===== config.mk =====
export PLATFORM = sky130hd
export DESIGN_NAME = rx_word_buffer
export DESIGN_NICKNAME = d
export VERILOG_FILES = /design/src/rtl/rx_word_buffer.sv
export SDC_FILE = /design/constraint.sdc
export NUM_CORES = 1
export LEC_CHECK = 0
export ABC_AREA = 0
export CORE_MARGIN = 8
export CORE_UTILIZATION = 45
export CTS_BUF_LIST = sky130_fd_sc_hd__clkbuf_8
export CTS_CLUSTER_SIZE = 16
export DETAILED_ROUTE_END_ITERATION = 12
export GPL_TIMING_DRIVEN = 0
export PLACE_DENSITY = 0.65
export SLEW_MARGIN = 10
export SYNTH_ARGS = -nofsm -noshare
export SYNTH_HDL_FRONTEND = slang
export SYNTH_SLANG_ARGS = --single-unit

===== constraint.sdc =====
create_clock -name clk -period 2.9 [get_ports clk]
set_clock_uncertainty 0.05 [all_clocks]
set_input_delay 0.58 -clock clk [delete_from_list [all_inputs] [get_ports clk]]
set_output_delay 0.58 -clock clk [all_outputs]
set_load 0.01 [all_outputs]

===== src/rtl/rx_word_buffer.sv =====
// ---------------------------------------------------------------------------
// rx_word_buffer
//
// Receives 10-bit words from the channel receive stage along with a
// parity-good flag. Bit 9 of each word is the parity bit and is discarded.
// Good 9-bit payloads are queued in a small first-word-fall-through FIFO.
// Parity errors are counted. A two-state link FSM stops accepting data after
// a run of bad words, and starts again after a run of good words.
//
// Ports
//   clk        in   1      system clock, rising edge
//   rst_n      in   1      asynchronous active-low reset
//   in_stb     in   1      in_data/in_valid carry a new word this cycle
//   in_data    in   10     received word; [9] parity bit, [8:0] payload
//   in_valid   in   1      parity check passed for in_data
//   clr_stats  in   1      synchronous clear of err_count and overflow
//   out_data   out  9      FIFO head payload (don't-care while out_valid=0)
//   out_valid  out  1      FIFO non-empty
//   out_ready  in   1      consumer accepts the head this cycle
//   level      out  AW+1   FIFO occupancy, 0..DEPTH
//   err_count  out  CNT_W  saturating parity-error count
//   overflow   out  1      sticky: a good word was dropped on a full FIFO
//   link_up    out  1      link FSM is in LINK_UP
//
// Output handshake: the head word transfers on every rising clk edge where
// out_valid and out_ready are both 1. out_valid never depends on out_ready.
// While out_valid=1, out_data stays stable until the word transfers.
// out_ready may change freely while out_valid=0.
// ---------------------------------------------------------------------------
module rx_word_buffer #(
    parameter int DEPTH      = 8,
    parameter int AW         = 3,
    parameter int CNT_W      = 8,
    parameter int BAD_LIMIT  = 4,
    parameter int GOOD_LIMIT = 4
) (
    input  logic             clk,
    input  logic             rst_n,
    input  logic             in_stb,
    input  logic [9:0]       in_data,
    input  logic             in_valid,
    input  logic             clr_stats,
    output logic [8:0]       out_data,
    output logic             out_valid,
    input  logic             out_ready,
    output logic [AW:0]      level,
    output logic [CNT_W-1:0] err_count,
    output logic             overflow,
    output logic             link_up
);

    // The run counters need to reach the larger of the two limits.
    localparam int RUN_MAX = (BAD_LIMIT > GOOD_LIMIT) ? BAD_LIMIT : GOOD_LIMIT;
    localparam int RUN_W   = $clog2(RUN_MAX + 1);

    localparam logic [RUN_W-1:0] BAD_LIM    = RUN_W'(BAD_LIMIT);
    localparam logic [RUN_W-1:0] GOOD_LIM   = RUN_W'(GOOD_LIMIT);
    localparam logic [AW:0]      FULL_LEVEL = (AW+1)'(DEPTH);

    typedef enum logic {
        LINK_UP_S   = 1'b0,
        LINK_DOWN_S = 1'b1
    } link_state_t;

    // ------------------------------------------------------------------
    // Strobe classification
    // ------------------------------------------------------------------
    logic good;
    logic bad;

    assign good = in_stb & in_valid;
    assign bad  = in_stb & ~in_valid;

    // The parity bit has already been checked upstream, so this block only
    // carries it through the port and does not use it.
    logic unused_parity;
    assign unused_parity = in_data[9];

    // ------------------------------------------------------------------
    // Link FSM: state register plus run counters
    // ------------------------------------------------------------------
    link_state_t      state, state_nxt;
    logic [RUN_W-1:0] bad_run, bad_run_nxt;
    logic [RUN_W-1:0] good_run, good_run_nxt;
    logic [RUN_W-1:0] bad_run_inc;
    logic [RUN_W-1:0] good_run_inc;

    // Saturating increments. The counters stop at their own limit.
    assign bad_run_inc  = (bad_run  >= BAD_LIM)  ? BAD_LIM  : bad_run  + 1'b1;
    assign good_run_inc = (good_run >= GOOD_LIM) ? GOOD_LIM : good_run + 1'b1;

    always_ff @(posedge clk or negedge rst_n) begin
        if (!rst_n) begin
            state    <= LINK_UP_S;
            bad_run  <= '0;
            good_run <= '0;
        end else begin
            state    <= state_nxt;
            bad_run  <= bad_run_nxt;
            good_run <= good_run_nxt;
        end
    end

    always_comb begin
        state_nxt    = state;
        bad_run_nxt  = bad_run;
        good_run_nxt = good_run;
        link_up      = 1'b0;

        unique case (state)
            LINK_UP_S: begin
                link_up = 1'b1;
                if (bad) begin
                    bad_run_nxt = bad_run_inc;
                    // The state changes on the same edge that the run
                    // reaches the limit.
                    if (bad_run_inc == BAD_LIM) begin
                        state_nxt    = LINK_DOWN_S;
                        good_run_nxt = '0;
                    end
                end else if (good) begin
                    bad_run_nxt = '0;
                end
            end

            LINK_DOWN_S: begin
                if (good) begin
                    good_run_nxt = good_run_inc;
                    // The word that completes recovery is still dropped,
                    // because the push logic sees link_up=0 this cycle.
                    if (good_run_inc == GOOD_LIM) begin
                        state_nxt   = LINK_UP_S;
                        bad_run_nxt = '0;
                    end
                end else if (bad) begin
                    good_run_nxt = '0;
                end
            end

            default: begin
                state_nxt = LINK_UP_S;
            end
        endcase
    end

    // ------------------------------------------------------------------
    // FIFO control
    // ------------------------------------------------------------------
    logic          pop;
    logic          push;
    logic          full;
    logic          drop;
    logic [AW-1:0] wr_ptr;
    logic [AW-1:0] rd_ptr;
    logic [8:0]    mem [DEPTH];

    assign out_valid = (level != '0);
    assign full      = (level == FULL_LEVEL);
    assign pop       = out_valid & out_ready;

    // A full FIFO still accepts a word when the head leaves in the same
    // cycle.
    assign push = good & link_up & (~full | pop);
    assign drop = good & link_up & full & ~pop;

    // The pointers wrap naturally because DEPTH is 2**AW.
    always_ff @(posedge clk or negedge rst_n) begin
        if (!rst_n) begin
            wr_ptr <= '0;
            rd_ptr <= '0;
            level  <= '0;
        end else begin
            if (push) begin
                wr_ptr <= wr_ptr + 1'b1;
            end
            if (pop) begin
                rd_ptr <= rd_ptr + 1'b1;
            end
            unique case ({push, pop})
                2'b10:   level <= level + 1'b1;
                2'b01:   level <= level - 1'b1;
                default: level <= level;
            endcase
        end
    end

    // Storage has no reset; out_data is only meaningful while out_valid=1.
    always_ff @(posedge clk) begin
        if (push) begin
            mem[wr_ptr] <= in_data[8:0];
        end
    end

    // Fall-through: the head is read combinationally from the array.
    assign out_data = mem[rd_ptr];

    // ------------------------------------------------------------------
    // Statistics
    // ------------------------------------------------------------------
    always_ff @(posedge clk or negedge rst_n) begin
        if (!rst_n) begin
            err_count <= '0;
            overflow  <= 1'b0;
        end else if (clr_stats) begin
            // A clear wins over any error or overflow event in the same cycle.
            err_count <= '0;
            overflow  <= 1'b0;
        end else begin
            if (bad && (err_count != {CNT_W{1'b1}})) begin
                err_count <= err_count + 1'b1;
            end
            if (drop) begin
                overflow <= 1'b1;
            end
        end
    end

endmodule

==> results_dict.tcl <==
set metrics [dict create \
    utilization_pct 54.68 \
    cts.sink_count 98 \
    synth_top_area_share_pct 50.42 \
    finalSetupViolCount 0 \
    cp.arrival_ns 2.77 \
    ys_ff_latch 98 \
    slew_headroom_pct 33.80 \
    place_inst 428 \
    synth_edf_count 72 \
    power_frac_comb_pct 36.3 \
    leakage_nw 1.816 \
    hp-class "in -> async" \
    gp_congestion 0.7658 \
    intPower_mw 2.768 \
    synth_top_cell_by_area "edfxtp_1" \
    wl_um 7845 \
    antenna_found_initial 0 \
    yosys-top-cells-area "edfxtp_1 (50%), dfrtp_1 (15%), mux4_2 (7.4%)" \
    grt_setup_unrepaired "yes" \
    cp.required_ns 2.83 \
    post_synth_inst_count 261 \
    grt_pass1_wl_um 12490 \
    die_h_um 113.6 \
    yosysWarningCount 0 \
    h-tree-depth 3 \
    cts_max_path_buffers 2 \
    ir_drop_mv 0.3172 \
    grt-ovfl-total 0 \
    diodes 0 \
    postSynthAreaPerCell_um2 16.43 \
    cts_buffers 9 \
    routed_via_density 5.295 \
    area_delta_synth_final_pct 17.83 \
    drive_gt1_share_pct 21.70 \
    start_util_pct 46.40 \
    synth_fp_nets 285 \
    drv_cap 0 \
    grt_max_degree 27 \
    max_freq_mhz 351.6 \
    core_um2 9240 \
    clk_root_buffer_cell "clkbuf_8" \
    insertion_delay_ns 0.36 \
    yosysUniqueCellTypes 48 \
    drc 0 \
    switching_share_pct 31.76 \
    std_cell_rows 35 \
    synth_flop_cell "edfxtp_1" \
    synthArstFlopShare_pct 26.53 \
    portBuffers 36 \
    cts_tree "built" \
    finalMaxSlewViolations 0 \
    power_density_nw_per_um2 802.7 \
    power.total_mw 4.055 \
    worstSetupEndpointType "flop" \
    vias 2367 \
    p_clk_share_pct 19.9 \
    min_period_over_period_pct 98.08 \
    worstMarginPinSlew_ns 0.9893 \
    die_w_um 113.6 \
    grt_pass1_vias 2436 \
    critical_path_class "in -> reg" \
    final_nets 337 \
    syn_area_um2 4288 \
    seqPwrFrac_pct 43.8 \
    crit_path_start_kind "input pin" \
    hold_violations 0 \
    layout_min_cycle_time_ns 2.844 \
    clk_pin_slew_ns 0.10 \
    dp_hpwl_um 5212 \
    first_pass_iters 4 \
    worst-path-max-fanout 10 \
    p_sw_mw 1.288 \
    hold_slack_ns 0.1534 \
    drt_iter0_drc 137 \
    track_usage_pct 12.69 \
    status "finished, final reports clean" \
    ys_seq_area_share_pct 65.60 \
    die_area_um2 12910 \
    avgRoutedWirePerCell_um 17.55 \
    ios 40 \
    ant_nets 0 \
    n_fill_cell 749 \
    layoutNonFillerInstCount 447 \
]
## power by group through the flow
stage	Sequential, mW	Clock (mW)	Combinational, mW
CTS	1.78	0.824	1.50
finish	1.78	0.807	1.47
floorplan	1.78	0	0.991
global route	1.80	0.868	1.61
global placement	1.79	0	1.46
detailed placement	1.80	0	1.49
## layout by cell type, fill, tap and decap left out, types with 3 or more instances in the layout
cell type	count
edfxtp_1	72
dfrtp_1	26
clkdlybuf4s50_1	26
nor2_1	16
mux4_2	14
mux2_2	11
inv_1	9
nand2_1	9
o21ai_0	9
clkbuf_8	9
dlygate4sd2_1	9
ha_1	8
xor2_1	7
buf_4	6
xnor2_1	6
a31oi_1	6
mux4_1	4
a21oi_1	4
mux2i_1	4
buf_12	3
buf_2	3
nor2_2	3
nand2b_1	3
and3b_1	3
## worst max-delay path: stages
cell and delay [ns]:
clkdlybuf4s50_1 0.50, buf_2 0.21, nand3b_1 0.22, a21oi_2 0.30, nand2b_1 0.17, nor2_1 0.78
## sequential cells by signal (all words and copies together), names as in the netlist
| register | cells |
|---|---|
| mem | 72 |
| err_count | 8 |
| level | 4 |
| bad_run | 3 |
| good_run | 3 |
| rd_ptr | 3 |
| wr_ptr | 3 |
| overflow | 1 |
| state | 1 |
## final cells by class
| type | count | area [um2] | area share (%) |
|---|---|---|---|
| buffer | 10 | 95.09 | 1.882 |
| clock buffer | 9 | 123.9 | 2.452 |
| clock inverter | 7 | 53.80 | 1.065 |
| inverter | 9 | 33.78 | 0.6686 |
| multi-input combinational | 144 | 1378 | 27.27 |
| sequential | 98 | 2813 | 55.67 |
| tap | 129 | 161.4 | 3.195 |
| timing repair buffer | 41 | 394.1 | 7.801 |
## worst paths after layout
check                       startpoint           to  slack (ns)  cells past startpoint
max                             in_stb    mem[2][4]        0.06                      6
min                              rst_n   bad_run[0]        0.15                      1
max reg2reg                      state    mem[2][4]        0.44                      4
min reg2reg                good_run[0]  good_run[0]        0.47                      1
max in group asynchronous        rst_n    wr_ptr[0]        2.24                      1
min in group clk           good_run[0]  good_run[0]        0.47                      1
## metrics by stage
step	setup WS (ns)	area, um2	TNS [ns]
2_1_floorplan	0.5238	4288	0
3_5_place_dp	-0.3600	4835	-19.73
6_report	0.05582	5052	0
4_1_cts	0.02613	5050	0
3_3_place_gp	-0.8196	4810	-29.95
5_1_grt	-0.1540	5052	-3.606
## logic make-up after synthesis
logic type      count (synthesis)  share of synthesized area [%]
flops                          98                          65.60
fa+ha+maj                       8                          2.334
buf+inv                        19                          2.685
compound gates                 33                          5.778
mux                            33                          13.63
simple gates                   57                          7.324
xor+xnor                       13                          2.655
## routing by layer
metal  vias to the layer above  wire, um  global-route usage (%)
met5                         -         0                       0
met2                        52      3744                   20.20
met4                         0       170                   6.838
li1                       1122         -                       -
met3                        13       274                   2.641
met1                      1180      3655                   15.94
## timing repair
| action | CTS | global route |
|---|---|---|
| gates resized for setup | 13 | 3 |
| pin swaps | 0 | 0 |
| hold buffers | 0 | 0 |
| endpoints found under the setup margin | 9 | 54 |
| setup buffers | 3 | 0 |
## cell usage after synthesis, types with 6 or more instances
master	count
nand2_1	9
xnor2_1	6
inv_1	9
o21ai_0	9
dfrtp_1	26
ha_1	8
nor2_1	19
xor2_1	7
mux2_2	11
a31oi_1	6
edfxtp_1	72
mux4_2	14
Note: power is estimated with default switching activity, not from simulation.
